===== src/rtl/spi_main_arbiter.sv =====
// spi_main_arbiter: round-robin burst arbiter sharing one spi_main among NUM_REQ slave selects; optional done watchdog under SPI_ARB_TIMEOUT_EN
module spi_main_arbiter #(
  parameter int NUM_REQ     = 4,
  parameter int DATA_WIDTH  = 8,
  parameter int LEN_WIDTH   = 4,
  parameter int SETUP_CYC   = 2,
  parameter int GUARD_CYC   = 3,
  parameter int TIMEOUT_CYC = 255
) (
  input  logic                            clk,
  input  logic                            reset,
  input  logic [NUM_REQ-1:0]              i_req,
  input  logic [NUM_REQ*LEN_WIDTH-1:0]    i_len,
  input  logic [NUM_REQ*DATA_WIDTH-1:0]   i_tx_data,
  input  logic [NUM_REQ-1:0]              i_tx_valid,
  output logic [NUM_REQ-1:0]              o_tx_ready,
  output logic [NUM_REQ-1:0]              o_grant,
  output logic [DATA_WIDTH-1:0]           o_rx_data,
  output logic [NUM_REQ-1:0]              o_rx_valid,
  output logic [NUM_REQ-1:0]              o_ss_n,
  output logic                            o_busy,
`ifdef SPI_ARB_TIMEOUT_EN
  output logic [NUM_REQ-1:0]              o_timeout,
`endif
  output logic [DATA_WIDTH-1:0]           o_spi_data_in_TX,
  output logic                            o_spi_data_valid_TX,
  input  logic                            i_spi_data_ready_TX,
  input  logic                            i_spi_data_done,
  input  logic [DATA_WIDTH-1:0]           i_spi_data_out
);
  localparam int IW = $clog2(NUM_REQ);
  localparam int SG = SETUP_CYC > GUARD_CYC ? SETUP_CYC : GUARD_CYC;
  localparam int MX = TIMEOUT_CYC > SG ? TIMEOUT_CYC : SG;
  localparam int TW = $clog2(MX + 1);
  typedef enum logic [2:0] {IDLE, SETUP, LOAD, WAIT_DONE, GUARD} state_t;
  state_t state;
  logic [IW-1:0] ptr, owner, pick;
  logic [LEN_WIDTH-1:0] cnt;
  logic [TW-1:0] tmr;
  logic take;
  // first requesting index at or after the round-robin pointer; lowest offset wins
  always_comb begin
    pick = ptr;
    for (int k = NUM_REQ - 1; k >= 0; k--)
      if (i_req[IW'((int'(ptr) + k) % NUM_REQ)]) pick = IW'((int'(ptr) + k) % NUM_REQ);
  end
  assign take = (state == LOAD) && i_tx_valid[owner] && i_spi_data_ready_TX;
  assign o_tx_ready = NUM_REQ'(take) << owner;
  // burst sequencer: grant, setup delay, per-word load/done handshake, guard gap
  always_ff @(posedge clk or negedge reset) begin
    if (!reset) begin
      state <= IDLE;
      ptr <= '0;
      owner <= '0;
      cnt <= '0;
      tmr <= '0;
      o_grant <= '0;
      o_ss_n <= '1;
      o_busy <= 1'b0;
      o_rx_data <= '0;
      o_rx_valid <= '0;
      o_spi_data_valid_TX <= 1'b0;
      o_spi_data_in_TX <= '0;
`ifdef SPI_ARB_TIMEOUT_EN
      o_timeout <= '0;
`endif
    end else begin
      o_rx_valid <= '0;
      o_spi_data_valid_TX <= 1'b0;
`ifdef SPI_ARB_TIMEOUT_EN
      o_timeout <= '0;
`endif
      case (state)
        IDLE: if (|i_req) begin
          owner <= pick;
          o_grant <= NUM_REQ'(1) << pick;
          o_ss_n <= ~(NUM_REQ'(1) << pick);
          ptr <= (pick == IW'(NUM_REQ - 1)) ? '0 : pick + 1'b1;
          cnt <= i_len[pick*LEN_WIDTH +: LEN_WIDTH];
          tmr <= '0;
          o_busy <= 1'b1;
          state <= SETUP;
        end
        SETUP: begin
          tmr <= tmr + 1'b1;
          state <= (tmr == TW'(SETUP_CYC - 1)) ? LOAD : SETUP;
        end
        LOAD: if (take) begin
          o_spi_data_valid_TX <= 1'b1;
          o_spi_data_in_TX <= i_tx_data[owner*DATA_WIDTH +: DATA_WIDTH];
          tmr <= '0;
          state <= WAIT_DONE;
        end
        WAIT_DONE: begin
          if (i_spi_data_done) begin
            o_rx_data <= i_spi_data_out;
            o_rx_valid <= o_grant;
            tmr <= '0;
            if (cnt == '0) begin
              o_grant <= '0;
              o_ss_n <= '1;
              state <= GUARD;
            end else begin
              cnt <= cnt - 1'b1;
              state <= LOAD;
            end
          end
`ifdef SPI_ARB_TIMEOUT_EN
          else if (tmr == TW'(TIMEOUT_CYC - 1)) begin
            o_timeout <= o_grant;
            o_grant <= '0;
            o_ss_n <= '1;
            tmr <= '0;
            state <= GUARD;
          end else tmr <= tmr + 1'b1;
`endif
        end
        GUARD: begin
          tmr <= tmr + 1'b1;
          if (tmr == TW'(GUARD_CYC - 1)) begin
            o_busy <= 1'b0;
            state <= IDLE;
          end
        end
        default: state <= IDLE;
      endcase
    end
  end
endmodule


===== config.mk =====
export PLATFORM = sky130hd
export DESIGN_NAME = spi_main_arbiter
export DESIGN_NICKNAME = d
export VERILOG_FILES = /design/src/rtl/spi_main_arbiter.sv
export SDC_FILE = /design/constraint.sdc
export NUM_CORES = 1
export LEC_CHECK = 0
export ABC_AREA = 1
export BUFFER_PORTS_ARGS = -buffer_cell sky130_fd_sc_hd__buf_2
export CELL_PAD_IN_SITES_DETAIL_PLACEMENT = 0
export CELL_PAD_IN_SITES_GLOBAL_PLACEMENT = 2
export CORE_MARGIN = 5
export CORE_UTILIZATION = 25
export DETAILED_ROUTE_END_ITERATION = 12
export PLACE_DENSITY = 0.84
export SLEW_MARGIN = 10
export SYNTH_ARGS = -nofsm -noshare
export SYNTH_HDL_FRONTEND = slang
export SYNTH_SLANG_ARGS = --single-unit
export TNS_END_PERCENT = 1

===== constraint.sdc =====
create_clock -name clk -period 1.95 [get_ports clk]
set_clock_uncertainty 0.1 [all_clocks]
set_input_delay 0.195 -clock clk [delete_from_list [all_inputs] [get_ports clk]]
set_output_delay 0.195 -clock clk [all_outputs]
set_load 0.005 [all_outputs]

==> metrics <==
status=finished clean; die area=0.0137 mm2; Seq/Total Area, Yosys=43.0%; Worst-Margin Slew=0.645 ns; Final period util=99.3%; syn_area_per_cell=7.79 um2; pin count of the biggest net entering global routing=50; max-slew violation count=0; Pwr Total=6.42 mW; commonest non-fill, non-tap cell in the layout=buf_2; Worst Path Buf+Inv=4; CTS root buffer=clkbuf_16; Routed Antenna Nets=0; # rows=39; Min Clock Period, post-route=1.94 ns; CTS tree=built; Clock Sinks=49; Arrival @ worst endpoint=2.02 ns; max-capacitance violation count=0; critical path's largest stage delay=0.41 ns; most frequent cells in the layout=buf_2 (101), nand2_1 (76), dfrtp_1 (41); clk buf depth=2; Clock transition at path regs=0.07 ns; nets=566; Die Ht=117 um; CP endpoint kind=register; DP Wirelength=6410 um; Rel. slew slack=57.0%; vias in the first global route=2920; Syn Nets=444; synth warn=0; PwrDens=1610 mW/mm2; DRC Markers=0; final wirelength=8050 um; die extent in x=117 um; RD Place Congestion=0.751; cell chain of the critical path=buf_6 -> inv_8 -> nand2_1 -> nand3_2 -> nand2_1 -> inv_1 -> nand2_2 -> nand2_4 -> nand2_4 -> nand2_4 -> nand2_8 -> buf_4 -> nand2_1 -> nand3_1 -> nand2_1 -> nand2_1 -> nand2_1 -> nand2_1; #FFs+latches synth=49; gr usage total=11.9%; Worst-Skew Late Latency=0.29 ns; # setup viols final=0; top cells by area, synth=dfrtp_1 (39%), nand2_1 (11%), nor2_1 (4.8%); adder-cell area share of the yosys netlist=3.49%; starting DRC count in detailed routing=107; Synth Area in Compound Gates=13.7%; detailed-route wire length per cell=12.7 um; largest family of logic cells by synthesized area=simple AND/OR/NAND/NOR gates; CP dominant cell by count=nand2_1; Post-Synth Simple-Gate Area=26.2%; slowest cell on the critical path=dfrtp_2; initial antenna violation count=0; leading area contributor after synthesis=dfrtp_1; Post-Syn Instances=368; drt first pass iters=4; Post-Syn Area=0.00287 mm2; critical path type=register to register; leak pwr=2.04 nW; vias per cell=4.50; first-pass GRT wire length=13200 um; post-synthesis mux area share=3.14%; CP Max Fanout=7; post-synth cell types=34; Worst VDD drop=0.729 mV; Hold WC Path Type=input pin to register; final hold violation count=0; I/O pins=102; total number of vias=2856; initial core utilization=25.3%; Max Freq=0.516 GHz; CTS Buf Count=5; Core ar.=0.0113 mm2; Crit path max-delay family=simple AND/OR/NAND/NOR gates; CP Data Required Time=2.04 ns; number of I/O port buffers=101; Setup TNS=0 ns; XOR/XNOR Fraction of Synth Area=2.14%; layout cells sized above 1=39.7%; Synth top area share=39.3%; # diodes=0; # H-tree levels=2; RSZ-0062 raised after global routing=yes; GRT overflow=0; Layout area overhead=39.1%; CP startpoint kind=register
-- area by class of cell --
cell class                 count  area [um2]
clock inverter                 3        28.8
fill                        1245        7330
tap                          143         179
clock buffer                   5         125
multi-input combinational    262        1530
sequential                    49        1240
inverter                      46         183
timing repair buffer         126         703
-- sequential cells by signal (all words and copies together), names as in the netlist --
signal               cells
cnt                      4
o_busy                   1
o_grant                  4
o_rx_data                8
o_rx_valid               4
o_spi_data_in_TX         8
o_spi_data_valid_TX      1
o_ss_n                   4
owner                    2
ptr                      2
state                    3
tmr                      8
-- cells by family after synthesis --
kind of cell,after synthesis
AND/OR/NAND/NOR,170
AO/OA/AOI/OAI,69
buffers and inverters,57
flip-flops,49
multiplexers,8
adder cells (fa/ha/maj),8
XOR/XNOR,7
-- per-stage QoR --
stage | worst slack (ns) | cells | cell area, um2 | utilization (%) | hold slack [ns]
floorplan | 0.0814 | 368 | 2870 | - | -0.201
global placement | -0.0400 | 618 | 3620 | 32.0 | 0.254
CTS | 0.0190 | 627 | 3790 | 33.5 | 0.0284
global route | -0.112 | 634 | 3990 | 35.2 | 0.0279
detailed placement | -0.0695 | 618 | 3620 | 32.0 | 0.254
finish | 0.0137 | 634 | 3990 | 35.2 | 0.0317
-- cell usage after synthesis --
cell      count
xnor2_1       2
o22ai_1      16
clkinv_1      2
a21oi_1      11
buf_6         2
a21boi_0      1
o21a_1        3
inv_6         1
a21o_1        1
xor2_1        5
o21ai_0      27
o21ai_1       5
inv_2         9
inv_1        34
dfstp_2       4
ha_1          8
nand3_4       1
nor2_1       37
dfrtp_1      45
nand4_1       6
nor2_4        1
mux2_2        8
buf_2         4
nor3_1        6
nand3_1      26
nor4_1        1
clkbuf_1      5
nand2_1      84
o21bai_1      1
a21oi_2       2
nand2_2       5
nand2_4       3
a22oi_1       1
o31ai_1       1
-- worst paths after layout --
kind,from,endpoint,slack (ns),cells past startpoint
setup / recovery,ptr[0],cnt[2],0.01,18
hold / removal,i_spi_data_out[0],o_rx_data[0],0.03,2
max in group asynchronous,reset,owner[0],0.81,3
hold reg to reg,o_spi_data_in_TX[2],o_spi_data_in_TX[2],0.38,2
min in group asynchronous,reset,tmr[7],0.46,3
setup reg to reg,ptr[0],cnt[2],0.01,18
-- power by group --
group	switching (mW)	internal, mW	total (mW)
clock	0.404	0.492	0.895
sequential	0.277	1.44	1.72
combinational	2.20	1.61	3.81
-- routing by layer --
metal / part of all wire (%) / up-vias / track usage, %
met4: 0.77 / 0 / 2.29
met2: 55 / 45 / 22.2
met3: 3.8 / 6 / 2.47
li1: - / 1449 / -
met1: 41 / 1356 / 14.0
met5: 0 / - / 0
-- repair_timing --
| item | in CTS | in global routing |
|---|---|---|
| gates resized for setup | 6 | 39 |
| setup endpoints to repair | 13 | 36 |
| hold endpoints to repair | 45 | 0 |
| gates cloned | 0 | 0 |
| buffers inserted | 0 | 7 |
| hold buffers | 1 | 0 |
| pin swaps | 0 | 12 |
Note: power is estimated with default switching activity, not from simulation.
